===== src/rtl/mem_port_arbiter.sv =====
// Two-master arbiter for a single synchronous memory port.
// Round-robin between a processor (master 0) and a DMA/debug loader (master 1),
// with optional locked bursts capped at MAX_BURST beats. The winning command is
// registered onto the memory port; read data returns two cycles after the grant.
module mem_port_arbiter #(
    parameter int unsigned AW        = 16,
    parameter int unsigned DW        = 16,
    parameter int unsigned MAX_BURST = 4
) (
    input  logic          clk_i,
    input  logic          rst_i,

    input  logic          m0_req_i,
    input  logic          m0_lock_i,
    input  logic          m0_we_i,
    input  logic [AW-1:0] m0_addr_i,
    input  logic [DW-1:0] m0_wdata_i,
    output logic          m0_gnt_o,
    output logic          m0_rvalid_o,
    output logic [DW-1:0] m0_rdata_o,

    input  logic          m1_req_i,
    input  logic          m1_lock_i,
    input  logic          m1_we_i,
    input  logic [AW-1:0] m1_addr_i,
    input  logic [DW-1:0] m1_wdata_i,
    output logic          m1_gnt_o,
    output logic          m1_rvalid_o,
    output logic [DW-1:0] m1_rdata_o,

    output logic [AW-1:0] mem_addr_o,
    output logic [DW-1:0] mem_wdata_o,
    output logic          mem_we_o,
    input  logic [DW-1:0] mem_rdata_i
);

    localparam int unsigned CW = $clog2(MAX_BURST + 1);
    localparam logic [CW-1:0] BurstMax = CW'(MAX_BURST);
    // A burst cap of one beat means locking can never hold the port.
    localparam bit MultiBeat = (MAX_BURST > 1);

    typedef enum logic [1:0] {
        StIdle,
        StOwn0,
        StOwn1
    } state_e;

    state_e        state_q, state_d;
    logic          rr_q, rr_d;        // 1 = master 1 favoured on a tie
    logic [CW-1:0] cnt_q, cnt_d;      // beats granted in current ownership

    logic          gnt0, gnt1, gnt_any;
    logic          win_lock, win_we;
    logic [AW-1:0] win_addr;
    logic [DW-1:0] win_wdata;

    logic [AW-1:0] mem_addr_q;
    logic [DW-1:0] mem_wdata_q;
    logic          mem_we_q;

    // Read-return pipeline: stage 1 aligns with the memory command, stage 2 with the data.
    logic          rd1_vld_q, rd1_own_q;
    logic          rd2_vld_q, rd2_own_q;

    // Winner's command mux; only meaningful when a grant is given.
    always_comb begin
        gnt_any   = gnt0 | gnt1;
        win_lock  = gnt1 ? m1_lock_i  : m0_lock_i;
        win_we    = gnt1 ? m1_we_i    : m0_we_i;
        win_addr  = gnt1 ? m1_addr_i  : m0_addr_i;
        win_wdata = gnt1 ? m1_wdata_i : m0_wdata_i;
    end

    // Grant decode and arbitration next-state.
    always_comb begin
        state_d = state_q;
        rr_d    = rr_q;
        cnt_d   = cnt_q;
        gnt0    = 1'b0;
        gnt1    = 1'b0;

        unique case (state_q)
            StIdle: begin
                gnt0 = m0_req_i & (~m1_req_i | ~rr_q);
                gnt1 = m1_req_i & (~m0_req_i |  rr_q);
            end
            StOwn0:  gnt0 = m0_req_i;
            StOwn1:  gnt1 = m1_req_i;
            default: ;
        endcase

        if (rst_i) begin
            gnt0 = 1'b0;
            gnt1 = 1'b0;
        end

        unique case (state_q)
            StIdle: begin
                if (gnt_any) begin
                    // Priority passes to the master that did not win.
                    rr_d = gnt0;
                    if (win_lock && MultiBeat) begin
                        state_d = gnt1 ? StOwn1 : StOwn0;
                        cnt_d   = CW'(1);
                    end
                end
            end
            StOwn0, StOwn1: begin
                if (gnt_any) begin
                    if (!win_lock || (cnt_q + CW'(1)) == BurstMax) begin
                        state_d = StIdle;
                        cnt_d   = '0;
                        rr_d    = gnt0;
                    end else begin
                        cnt_d = cnt_q + CW'(1);
                    end
                end else begin
                    // Owner withdrew its request: release immediately.
                    state_d = StIdle;
                    cnt_d   = '0;
                end
            end
            default: begin
                state_d = StIdle;
                cnt_d   = '0;
            end
        endcase
    end

    // Arbitration state register.
    always_ff @(posedge clk_i) begin
        if (rst_i) begin
            state_q <= StIdle;
            rr_q    <= 1'b0;
            cnt_q   <= '0;
        end else begin
            state_q <= state_d;
            rr_q    <= rr_d;
            cnt_q   <= cnt_d;
        end
    end

    // Register the winning beat onto the memory port and track outstanding reads.
    always_ff @(posedge clk_i) begin
        if (rst_i) begin
            mem_addr_q  <= '0;
            mem_wdata_q <= '0;
            mem_we_q    <= 1'b0;
            rd1_vld_q   <= 1'b0;
            rd1_own_q   <= 1'b0;
            rd2_vld_q   <= 1'b0;
            rd2_own_q   <= 1'b0;
        end else begin
            if (gnt_any) begin
                mem_addr_q  <= win_addr;
                mem_wdata_q <= win_wdata;
                mem_we_q    <= win_we;
            end else begin
                mem_we_q    <= 1'b0;
            end
            rd1_vld_q <= gnt_any & ~win_we;
            rd1_own_q <= gnt1;
            rd2_vld_q <= rd1_vld_q;
            rd2_own_q <= rd1_own_q;
        end
    end

    // Outputs: grants are combinational, read data is a passthrough steered by the pipeline.
    always_comb begin
        m0_gnt_o    = gnt0;
        m1_gnt_o    = gnt1;
        m0_rvalid_o = rd2_vld_q & ~rd2_own_q;
        m1_rvalid_o = rd2_vld_q &  rd2_own_q;
        m0_rdata_o  = mem_rdata_i;
        m1_rdata_o  = mem_rdata_i;
        mem_addr_o  = mem_addr_q;
        mem_wdata_o = mem_wdata_q;
        mem_we_o    = mem_we_q;
    end

endmodule


===== config.mk =====
export PLATFORM = sky130hd
export DESIGN_NAME = mem_port_arbiter
export DESIGN_NICKNAME = d
export VERILOG_FILES = /design/src/rtl/mem_port_arbiter.sv
export SDC_FILE = /design/constraint.sdc
export NUM_CORES = 1
export LEC_CHECK = 0
export CAP_MARGIN = 40
export CORE_MARGIN = 8
export CORE_UTILIZATION = 30
export CTS_BUF_LIST = sky130_fd_sc_hd__clkbuf_16
export DETAILED_ROUTE_END_ITERATION = 8
export PLACE_DENSITY_LB_ADDON = 0.08
export RECOVER_POWER = 100
export SYNTH_ARGS = -nofsm -noshare
export SYNTH_HDL_FRONTEND = slang
export SYNTH_SLANG_ARGS = --single-unit

===== constraint.sdc =====
create_clock -name clk_i -period 2.4 [get_ports clk_i]
set_input_delay 0.48 -clock clk_i [delete_from_list [all_inputs] [get_ports clk_i]]
set_output_delay 0.48 -clock clk_i [all_outputs]
set_load 0.01 [all_outputs]

# --- Word level (Yosys, flattened, before mapping) ---
# Index checks and enable logic that the tools add are counted.
word_totals:
  ff_bits: 43
  in_bits: 88
classes:
  n_reduce_logical: 9
  mux: 23
  eq_ne: 8
  n_addsub: 1
  n_bitwise: 14
ops:
  columns: ["op", "n"]
  rows:
  - ["$mux W16", 2]
  - ["$mux W3", 4]
  - ["$mux W2", 5]
  - ["$ne A2 B2 Y1 const B", 4]
  - ["$mux W1", 7]
  - ["$not A1 Y1", 6]
  - ["$pmux W1 S2", 3]
  - ["$pmux W3 S2", 1]
  - ["$and A1 B1 Y1", 5]
  - ["$pmux W2 S2", 1]
  - ["$reduce_and A4 Y1", 1]
  - ["$reduce_or A2 Y1", 2]
  - ["$add A3 B1 Y3 const B", 1]
  - ["$eq A3 B3 Y1 const B", 1]
  - ["$ne A3 B3 Y1 const B", 1]
  - ["$or A1 B1 Y1", 3]
  - ["$reduce_and A3 Y1", 1]
  - ["$eq A2 B1 Y1 const B", 1]
  - ["$eq A2 B2 Y1 const B", 1]
  - ["$logic_not A2 Y1", 1]
  - ["$reduce_and A2 Y1", 1]
  - ["$reduce_bool A2 Y1", 1]
  - ["$logic_not A1 Y1", 1]
  - ["$logic_or A1 B1 Y1", 1]

# --- Depth between registers and ports, before layout ---
# Gate-level depths: netlist of the first run.
depth:
  depth_word: 11
  ltp_mapped: 10
  mapped_depth_nobuf: 8

# --- Worst setup path after synthesis of the first run ---
# OpenSTA, ideal clock, no wires.
synth_timing:
  path_kind: "register to register"
  startpoint: "register state_q[0]"
  endpoint: "register cnt_q[2]"
  t_required_ns: 2.326
  arrival_ns: 1.948
  period_less_slack_ns: 2.023
  slack_ns: 0.377
  setup_ns: 0.074
  path_buffers: 2
  path_stages_with_launch: 11
  cell_sequence: "dfxtp_1 inv_1 ha_1 buf_4 a21boi_1 o211ai_2 inv_2 a31o_1 buf_2 or2_0 a31oi_1"
synth_via:
  elab_chain_cells: 9
  word_cells_on_any_way: 18
  classes_between: "4 x eq/ne; 8 x mux; 1 x bitwise; 5 x reduce/logical"
synth_lines:
  columns: ["item", "line_no", "rtl"]
  rows:
  - ["from (decl)", "48", "state_e state_q, state_d;"]
  - ["from (signal assigned)", "133", "state_q <= StIdle;"]
  - ["from (signal assigned)", "137", "state_q <= state_d;"]
  - ["$eq A2 B2 Y1 / $logic_not A2 Y1 (equally long branches)", "82, 97", null]
  - ["$pmux W1 S2", "82", "unique case (state_q)"]
  - ["$mux W1", "92", "if (rst_i) begin"]
  - ["$mux W1", "68", "win_lock = gnt1 ? m1_lock_i : m0_lock_i;"]
  - ["$logic_not A1 Y1", "110", "if (!win_lock || (cnt_q + CW'(1)) == BurstMax) begin"]
  - ["$logic_or A1 B1 Y1", "110", null]
  - ["$mux W3", "110", null]
  - ["$mux W3", "109", "if (gnt_any) begin"]
  - ["$pmux W3 S2", "97", "unique case (state_q)"]
  - ["to (signal assigned)", "139", "cnt_q <= cnt_d;"]
  - ["to (decl)", "50", "logic [CW-1:0] cnt_q, cnt_d;"]
# Parallel ways exist; a longest one is shown, timed or not.
# A chain may end at the register's enable or synchronous reset.

# --- Final worst setup path of the first run ---
layout_timing:
  startpoint: "input port rst_i"
  endpoint: "output port m1_gnt_o"
layout_via:
  elab_chain_cells: 1
layout_lines:
  columns: ["item", "line_no", "rtl"]
  rows:
  - ["from (decl)", "11", "input logic rst_i,"]
  - ["$mux W1", "92", null]
  - ["to (decl)", "27", "output logic m1_gnt_o,"]
# No other way between the ends.

==> run summary, run 1 <==
layout cells sized above 1 - 0.0562
# clock sinks - 43
top cell type's share of synthesized area - 0.390
I/O pin cnt - 157
Clock Path Buffers - 2
Post-DP Area - 3200 um2
synthesized cell area - 2210 um2
Starting Density - 0.308
Setup crit end kind - primary output
Hold-fix buffers, CTS - 0
width of the die - 102 um
Fillers - 708
CTS H-Tree Depth - 2
fin crit share - 0.956
Worst-path clk slew - 60 ps
crit path DAT - 1820 ps
routed length per placed instance - 15.3 um
Max Fanout on Critical Path - 2
diode count - 0
Layout Nets - 449
die height - 102 um
synthesized netlist net count - 374
Worst Max-Slew Pin Slew - 703 ps
Peak Freq - 0.436 GHz
global-route wire length before repair - 11.0 mm
Slew HR - 0.532
Post-DRT Antenna Nets - 0
sequential area share after synthesis - 0.390
initial antenna violation count - 0
status - completed
Area contributors post-synth - dfxtp_1 (39%), a311oi_1 (13%), nand2_1 (11%)
latest clock arrival within the worst-skew pair - 280 ps
final hold vios - 0
WS Path Type - primary input to primary output
CTS tree - done
Core Box Area - 7180 um2
PortBufs - 108
Final Max Tran Viols - 0
vias in the first global route - 2,151
postcts setup bufs - 0
Detailed Place HPWL - 4.93 mm
routed wire length - 6.96 mm
total number of vias - 2,141
WHS - 438 ps
most frequent cells in the layout - clkdlybuf4s50_1 (71), nand2_1 (67), dfxtp_1 (43), nor2_1 (36), dlygate4sd3_1 (35)
largest area contributor in the netlist - dfxtp_1
vias per cell - 4.71
clock root buffer - clkbuf_16
synthesized flop and latch total - 43
Synth cell types - 35
min-delay worst type - register to register
CTS buffer count - 5
Max stage delay on crit path - 500 ps
post-route minimum period - 2300 ps
clock skew - 5.91 ps
Setup violations, final - 0
crit start category - primary input
largest net degree at the start of global routing - 41
P&R area growth vs syn - 50.9%
die area - 10,400 um2
DRT iter0 DRCs - 64
maximum vdd drop - 0.257 mV
most common cell after layout, fill and taps aside - clkdlybuf4s50_1
DRC - 0
Max Cap Viol - 0
RSZ-0062 raised after global routing - false
Req. time, crit path - 1920 ps
pwr dens - 742 nW/um2
Post-Syn Instances - 280
routability cong. - 0.707
Tot GR Track Use - 0.134
DRT Pass-1 Iters - 4
final instance area - 3330 um2
Synth Warn # - 0
slowest CP cell - or3_2
gr ovfl total - 0
Std-Cell Rows - 31
static leakage - 1.35 nW
crit-path cells - clkdlybuf4s50_1, nand2b_1, or3_2, inv_1, clkbuf_1
post_cts resized - 2
Post-Syn Area per Cell - 7.89 um2
[worst max-delay path: cells and delay by family]
family,cells,cell delay [ps]
and+or+nand+nor,2,670
buffers and inverters,3,680
[cells in the mapped netlist (all sizes together)]
master and instances:
nor2b 3, o21a 1, nor3b 1, a311oi 32, ha 6, a21boi 1
nand2 67, a211oi 1, o22ai 1, nand3 3, nand3b 1, inv 10
nor4 1, dfxtp 43, a31oi 1, or2 2, nor2 36, xnor2 1
a21oi 2, o2bb2ai 1, nand4b 2, o21ai 1, clkbuf 17, mux2i 1
a31o 1, o32ai 3, o221ai 1, nand2b 1, or3 1, o211ai 1
and2 1, buf 35, a22o 1
[layout make-up]
class,instances,area [um2],share of cell area
timing repair buffer,120,1170,0.352
inverter,10,37.5,0.0113
clock buffer,5,125,0.0376
sequential,43,861,0.258
clock inverter,3,12.5,0.00376
tap,99,124,0.0372
multi-input combinational,175,998,0.300
[flip-flops by register name (all words and copies together) (netlist names)]
register     cells
rr_q             1
rd1_own_q        1
state_q          2
rd1_vld_q        1
rd2_vld_q        1
mem_we_o         1
rd2_own_q        1
mem_addr_o      16
mem_wdata_o     16
cnt_q            3
[where the power goes]
group	internal (W)	total (W)	switching, W
Clock	0.000376	0.000642	0.000266
Sequential	0.000854	0.000923	0.0000687
Combinational	0.000445	0.000906	0.000461
[path summary, 6_finish.rpt]
path	startpoint	to	slack [ps]	depth (start not counted)
max	rst_i	m1_gnt_o	100	5
min reg2reg	rd1_vld_q$_SDFF_PP0_	rd2_vld_q$_SDFF_PP0_	440	1
max reg2reg	state_q[0]$_SDFFE_PP0P_	mem_wdata_o[8]$_SDFFE_PP0N_	230	7
min	rd1_vld_q$_SDFF_PP0_	rd2_vld_q$_SDFF_PP0_	440	1
[stage by stage]
| step | setup WS (ps) | std cells | total power, W | util | setup TNS [ps] |
|---|---|---|---|---|---|
| 2_1_floorplan | 377 | 280 | 0.00145 | - | 0 |
| 3_3_place_gp | -237 | 447 | 0.00190 | 0.447 | -599 |
| 3_5_place_dp | -249 | 447 | 0.00191 | 0.447 | -762 |
| 4_1_cts | 6.59 | 455 | 0.00257 | 0.466 | 0 |
| 5_1_grt | 8.54 | 455 | 0.00264 | 0.464 | 0 |
| 6_report | 105 | 455 | 0.00247 | 0.464 | 0 |
[cell families after synthesis]
family,share of synthesized area
xor+xnor,0.00397
buf+inv,0.163
fa+ha+maj,0.0340
compound gates,0.183
flops,0.390
mux,0.00453
simple gates,0.222
[layer usage]
metal  routed length [um]  GRT usage  share of wire  up-vias
li1                     -          -              -     1077
met1                 3250      0.172           0.47      978
met2                 2920      0.192           0.42       81
met3                  741     0.0701           0.11        5
met4                   50     0.0298         0.0072        0
met5                    0          0              0        -
Note: power is estimated with default switching activity, not from simulation.
==> run 2, diff against run 1 <==
--- a/config.mk
+++ b/config.mk
@@ -12,6 +12,7 @@
 export DETAILED_ROUTE_END_ITERATION = 8
 export PLACE_DENSITY_LB_ADDON = 0.08
 export RECOVER_POWER = 100
+export REMOVE_ABC_BUFFERS = 1
 export SYNTH_ARGS = -nofsm -noshare
 export SYNTH_HDL_FRONTEND = slang
 export SYNTH_SLANG_ARGS = --single-unit
==> run 2 against run 1 <==
- sequential share of layout area down 0.25 points
- largest cell class unchanged
- sequential power about the same
- combinational power down 0.4%
- sequential cell count unchanged
- critical path depth unchanged
- maximum frequency up 0.38%
- power up 5.6%
- utilization up 0.45 points
==> run summary, run 2 (same netlist as run 1, synthesis figures left out) <==
status - completed (unchanged)
Setup crit end kind - primary output (unchanged)
Int Pwr - 0.00179 W (was 0.00168 W)
fin crit share - 0.953 (was 0.956)
routed wire length - 7.44 mm (was 6.96 mm)
Detailed Place HPWL - 5.31 mm (was 4.93 mm)
RSZ-0062 raised after global routing - false (unchanged)
total number of vias - 2,171 (was 2,141)
final hold vios - 0 (unchanged)
PortBufs - 108 (unchanged)
Req. time, crit path - 1920 ps (about the same)
Max Cap Viol - 0 (unchanged)
crit start category - primary input (unchanged)
CTS tree - done (unchanged)
die height - 102 um (unchanged)
Fillers - 702 (was 708)
Tot GR Track Use - 0.141 (was 0.134)
maximum vdd drop - 0.310 mV (was 0.257 mV)
pwr dens - 775 nW/um2 (was 742 nW/um2)
static leakage - 1.35 nW (about the same)
Hold-fix buffers, CTS - 0 (unchanged)
vias in the first global route - 2,146 (was 2,151)
final instance area - 3360 um2 (was 3330 um2)
die area - 10,400 um2 (unchanged)
Core Box Area - 7180 um2 (unchanged)
Pwr Total - 0.00261 W (was 0.00247 W)
flop-to-flop setup slack - 250 ps (was 230 ps)
Layout Nets - 448 (was 449)
diode count - 0 (unchanged)
initial antenna violation count - 0 (unchanged)
Starting Density - 0.308 (unchanged)
routability cong. - 0.768 (was 0.707)
clock share of power - 0.299 (was 0.260)
Sw Ratio - 0.315 (was 0.322)
R2R Path Start - state_q[0]$_SDFFE_PP0P_ (unchanged)
WS Path Type - primary input to primary output (unchanged)
DRT Pass-1 Iters - 4 (unchanged)
post-route minimum period - 2290 ps (was 2300 ps)
FF-to-FF path depth - 7 (unchanged)
routed length per placed instance - 16.4 um (was 15.3 um)
Post-DRT Antenna Nets - 0 (unchanged)
clock skew - 5.14 ps (was 5.91 ps)
R2R Path End - mem_addr_o[10]$_SDFFE_PP0N_ (was mem_wdata_o[8]$_SDFFE_PP0N_)
most common cell after layout, fill and taps aside - clkdlybuf4s50_1 (unchanged)
Setup violations, final - 0 (unchanged)
hold path start - rd1_own_q$_SDFF_PP0_ (was rd1_vld_q$_SDFF_PP0_)
CTS H-Tree Depth - 2 (unchanged)
sequential power share - 0.355 (was 0.373)
layout cells sized above 1 - 0.0648 (was 0.0562)
P&R area growth vs syn - 52.4% (was 50.9%)
largest net degree at the start of global routing - 47 (was 41)
Worst-path clk slew - 60 ps (about the same)
latest clock arrival within the worst-skew pair - 280 ps (about the same)
clock root buffer - clkbuf_16 (unchanged)
Clock Path Buffers - 2 (unchanged)
vias per cell - 4.78 (was 4.71)
CTS buffer count - 5 (unchanged)
I/O pin cnt - 157 (unchanged)
min-delay worst type - register to register (unchanged)
crit path DAT - 1810 ps (was 1820 ps)
# clock sinks - 43 (unchanged)
most frequent cells in the layout - clkdlybuf4s50_1 (71), nand2_1 (67), dfxtp_1 (43), nor2_1 (36), dlygate4sd3_1 (35) (unchanged)
share of power burned in combinational logic - 0.346 (was 0.367)
NetSw - 0.000823 W (was 0.000795 W)
Slew HR - 0.526 (was 0.532)
hold path cells - 1 (unchanged)
Peak Freq - 0.437 GHz (was 0.436 GHz)
Worst Hold End - rd2_own_q$_SDFF_PP0_ (was rd2_vld_q$_SDFF_PP0_)
global-route wire length before repair - 11.4 mm (was 11.0 mm)
gr ovfl total - 0 (unchanged)
Std-Cell Rows - 31 (unchanged)
DRC - 0 (unchanged)
Worst Max-Slew Pin Slew - 710 ps (was 703 ps)
DRT iter0 DRCs - 69 (was 64)
width of the die - 102 um (unchanged)
Max Fanout on Critical Path - 2 (unchanged)
Final Max Tran Viols - 0 (unchanged)
Post-DP Area - 3200 um2 (about the same)
[run 2: repair_timing]
item	4_1_cts	5_1_grt
resized for setup	4	3
gates cloned	0	0
buffers inserted	0	0
endpoints found under the setup margin	2	5
[run 2: cell type report]
| cell class | instances | area, um2 | share of cell area |
|---|---|---|---|
| Clock buffer | 5 | 125 | 0.0372 |
| Sequential cell | 43 | 861 | 0.256 |
| Inverter | 10 | 37.5 | 0.0112 |
| Tap cell | 99 | 124 | 0.0368 |
| Multi-Input combinational cell | 175 | 1010 | 0.299 |
| Clock inverter | 3 | 43.8 | 0.0130 |
| Timing Repair Buffer | 119 | 1170 | 0.347 |
[run 2: how the worst max path moves through the flow]
| stage | endpoint | start | slack (ps) |
|---|---|---|---|
| CTS | m1_gnt_o | rst_i | 10 |
| detailed placement | m1_gnt_o | rst_i | -280 |
| global placement | m1_gnt_o | rst_i | -290 |
| finish | m1_gnt_o | rst_i | 110 |
| global route | mem_wdata_o[13]$_SDFFE_PP0N_ | state_q[0]$_SDFFE_PP0P_ | 2 |
| floorplan | state_q[1]$_SDFFE_PP0P_ | state_q[0]$_SDFFE_PP0P_ | -550 |
[run 2: power by group through the flow]
stage          clock, W  combinational, W  sequential, W
5_1_grt        0.000830          0.000998       0.000949
3_5_place_dp          0          0.000956       0.000943
6_report       0.000781          0.000902       0.000926
2_1_floorplan         0          0.000376       0.000987
4_1_cts        0.000802          0.000961       0.000933
3_3_place_gp          0          0.000958       0.000942
[run 2: stage by stage]
step	util	hold WS, ps	instances	setup TNS [ps]	setup WS, ps
3_5_place_dp	0.446	422	446	-1500	-285
2_1_floorplan	-	414	228	-5530	-550
5_1_grt	0.469	453	454	0	1.65
6_report	0.469	438	454	0	114
3_3_place_gp	0.446	421	446	-1520	-293
4_1_cts	0.469	438	454	0	12.5
[run 2: critical path, cell delays in order]
cell	delay, ps
clkdlybuf4s50_1	430
nand2b_1	160
or3_2	480
inv_1	90
clkbuf_1	160
[run 2: routing by layer]
layer / GRT usage / routed length [um] / vias up
met5: 0.00510 / 0 / -
met4: 0.0344 / 54 / 0
met3: 0.0749 / 855 / 5
met2: 0.198 / 3160 / 98
met1: 0.182 / 3380 / 990
li1: - / - / 1078
==> run 3, diff against run 2 <==
--- a/config.mk
+++ b/config.mk
@@ -10,9 +10,11 @@
 export CORE_UTILIZATION = 30
 export CTS_BUF_LIST = sky130_fd_sc_hd__clkbuf_16
 export DETAILED_ROUTE_END_ITERATION = 8
-export PLACE_DENSITY_LB_ADDON = 0.08
+export PLACE_DENSITY_LB_ADDON = 0.3
 export RECOVER_POWER = 100
 export REMOVE_ABC_BUFFERS = 1
+export SLEW_MARGIN = 5
 export SYNTH_ARGS = -nofsm -noshare
 export SYNTH_HDL_FRONTEND = slang
 export SYNTH_SLANG_ARGS = --single-unit
+export TNS_END_PERCENT = 100
==> run 3 against run 2 <==
- non-clock buffer count grew 1
- sequential power is essentially flat
- clock skew increased by 0.93 ps
- sequential cell count is the same
- setup slack improved by 74 ps
- utilization barely moved
- combinational power up 1%
- final cell count unchanged
- power decreased by 0.91%
- die area stayed put
- hold slack gained 2.8 ps
- critical path type unchanged
==> run summary, run 3 (same netlist as run 1, synthesis figures left out) <==
CTS H-Tree Depth - 2 (unchanged)
status - completed (unchanged)
crit path DAT - 1730 ps (was 1810 ps)
WHS - 441 ps (was 438 ps)
Detailed Place HPWL - 5.28 mm (was 5.31 mm)
multi-input logic area - 1010 um2 (about the same)
placed cell count - 446 (unchanged)
Layout Nets - 449 (was 448)
CTS buffer count - 5 (unchanged)
Req. time, crit path - 1920 ps (about the same)
Hold-fix buffers, CTS - 0 (unchanged)
DRT Pass-1 Iters - 4 (unchanged)
initial antenna violation count - 0 (unchanged)
global-route wire length before repair - 11.3 mm (was 11.4 mm)
Std-Cell Rows - 31 (unchanged)
Max Fanout on Critical Path - 3 (was 2)
Worst Max-Slew Pin Slew - 1040 ps (was 710 ps)
flop-to-flop setup slack - 260 ps (was 250 ps)
R2R Path End - cnt_q[2]$_SDFFE_PP0P_ (was mem_addr_o[10]$_SDFFE_PP0N_)
total number of vias - 2,163 (was 2,171)
postcts setup bufs - 0 (unchanged)
layout cells sized above 1 - 0.0620 (was 0.0648)
Tot GR Track Use - 0.138 (was 0.141)
WS Path Type - primary input to primary output (unchanged)
Max Cap Viol - 0 (unchanged)
most frequent cells in the layout - clkdlybuf4s50_1 (69), nand2_1 (67), dfxtp_1 (43), nor2_1 (36), dlygate4sd3_1 (35) (was clkdlybuf4s50_1 (71), nand2_1 (67), dfxtp_1 (43), nor2_1 (36), dlygate4sd3_1 (35))
crit start category - primary input (unchanged)
most common cell after layout, fill and taps aside - clkdlybuf4s50_1 (unchanged)
clock root buffer - clkbuf_16 (unchanged)
die height - 102 um (unchanged)
routed wire length - 7.37 mm (was 7.44 mm)
latest clock arrival within the worst-skew pair - 280 ps (about the same)
FF-to-FF path depth - 8 (was 7)
R2R Path Start - state_q[1]$_SDFFE_PP0P_ (was state_q[0]$_SDFFE_PP0P_)
Starting Density - 0.308 (unchanged)
# clock sinks - 43 (unchanged)
fin crit share - 0.922 (was 0.953)
width of the die - 102 um (unchanged)
I/O pin cnt - 157 (unchanged)
Post-DRT Antenna Nets - 0 (unchanged)
routability cong. - 0.761 (was 0.768)
CTS tree - done (unchanged)
gr ovfl total - 0 (unchanged)
Setup crit end kind - primary output (unchanged)
P&R area growth vs syn - 52.3% (was 52.4%)
Worst-path clk slew - 60 ps (about the same)
Setup violations, final - 0 (unchanged)
die area - 10,400 um2 (unchanged)
Layout Cells excl Fill - 454 (unchanged)
Peak Freq - 0.452 GHz (was 0.437 GHz)
Slew HR - 0.305 (was 0.526)
DRC - 0 (unchanged)
largest net degree at the start of global routing - 38 (was 47)
maximum vdd drop - 0.429 mV (was 0.310 mV)
Final Max Tran Viols - 0 (unchanged)
diode count - 0 (unchanged)
vias per cell - 4.76 (was 4.78)
pwr dens - 769 nW/um2 (was 775 nW/um2)
Clock Path Buffers - 2 (unchanged)
final hold vios - 0 (unchanged)
vias in the first global route - 2,206 (was 2,146)
RSZ-0062 raised after global routing - false (unchanged)
min-delay worst type - register to register (unchanged)
PortBufs - 108 (unchanged)
Fillers - 700 (was 702)
clock skew - 6.07 ps (was 5.14 ps)
Worst Hold End - rd2_vld_q$_SDFF_PP0_ (was rd2_own_q$_SDFF_PP0_)
static leakage - 1.36 nW (was 1.35 nW)
Core Box Area - 7180 um2 (unchanged)
post-route minimum period - 2210 ps (was 2290 ps)
Sequential Area - 861 um2 (unchanged)
hold path start - rd1_vld_q$_SDFF_PP0_ (was rd1_own_q$_SDFF_PP0_)
DRT iter0 DRCs - 57 (was 69)
routed length per placed instance - 16.2 um (was 16.4 um)
hold path cells - 1 (unchanged)
run 3: metrics by stage:
| step | area [um2] | worst slack, ps | TNS, ps | utilization | total power [W] |
|---|---|---|---|---|---|
| 2_1_floorplan | 1890 | -550 | -5530 | - | 0.00136 |
| 4_1_cts | 3390 | -2.37 | -2.37 | 0.473 | 0.00267 |
| 3_3_place_gp | 3180 | -288 | -4480 | 0.444 | 0.00188 |
| 3_5_place_dp | 3180 | -273 | -4480 | 0.444 | 0.00189 |
| 5_1_grt | 3360 | 64.7 | 0 | 0.469 | 0.00275 |
| 6_report | 3360 | 187 | 0 | 0.469 | 0.00259 |
run 3: worst max-delay path by stage:
stage	endpoint	slack [ps]	depth (start not counted)	startpoint
floorplan	state_q[1]$_SDFFE_PP0P_	-550	7	state_q[0]$_SDFFE_PP0P_
global placement	m0_gnt_o	-290	6	rst_i
detailed placement	cnt_q[2]$_SDFFE_PP0P_	-270	9	rst_i
CTS	m0_gnt_o	-2	6	state_q[1]$_SDFFE_PP0P_
global route	mem_wdata_o[13]$_SDFFE_PP0N_	60	7	state_q[0]$_SDFFE_PP0P_
finish	m1_gnt_o	190	5	m0_req_i
run 3: cell type report:
class / instances / share of cell area
Clock buffer: 5 / 0.0372
Clock inverter: 2 / 0.0100
Inverter: 10 / 0.0112
Multi-Input combinational cell: 175 / 0.301
Sequential cell: 43 / 0.256
Tap cell: 99 / 0.0368
Timing Repair Buffer: 120 / 0.348
run 3: worst max-delay path, stage by stage:
cell             delay [ps]
clkdlybuf4s50_1         420
nor3b_1                 150
or3_2                   440
inv_1                    90
clkbuf_1                150
run 3: where the power goes:
part / leakage [nW] / switching [W] / internal [W]
clock: 0.0811 / 0.000264 / 0.000481
combinational: 0.924 / 0.000458 / 0.000453
sequential: 0.354 / 0.0000743 / 0.000854
total: 1.36 / 0.000797 / 0.00179
run 3: routing by layer:
metal  routed length [um]  vias up  global-route usage  part of all wire
met5                    0        -              0.0357                 0
met4                   25        0              0.0206            0.0034
met3                  921        4              0.0838              0.13
met2                 3260      118               0.213              0.44
met1                 3160      969               0.160              0.43
li1                     -     1072                   -                 -
run 3: repair_timing:
action,CTS,global route
endpoints found under the setup margin,2,3
endpoints found under the hold margin,0,0
cloned,1,0
pin swaps,1,0
resized for setup,7,6
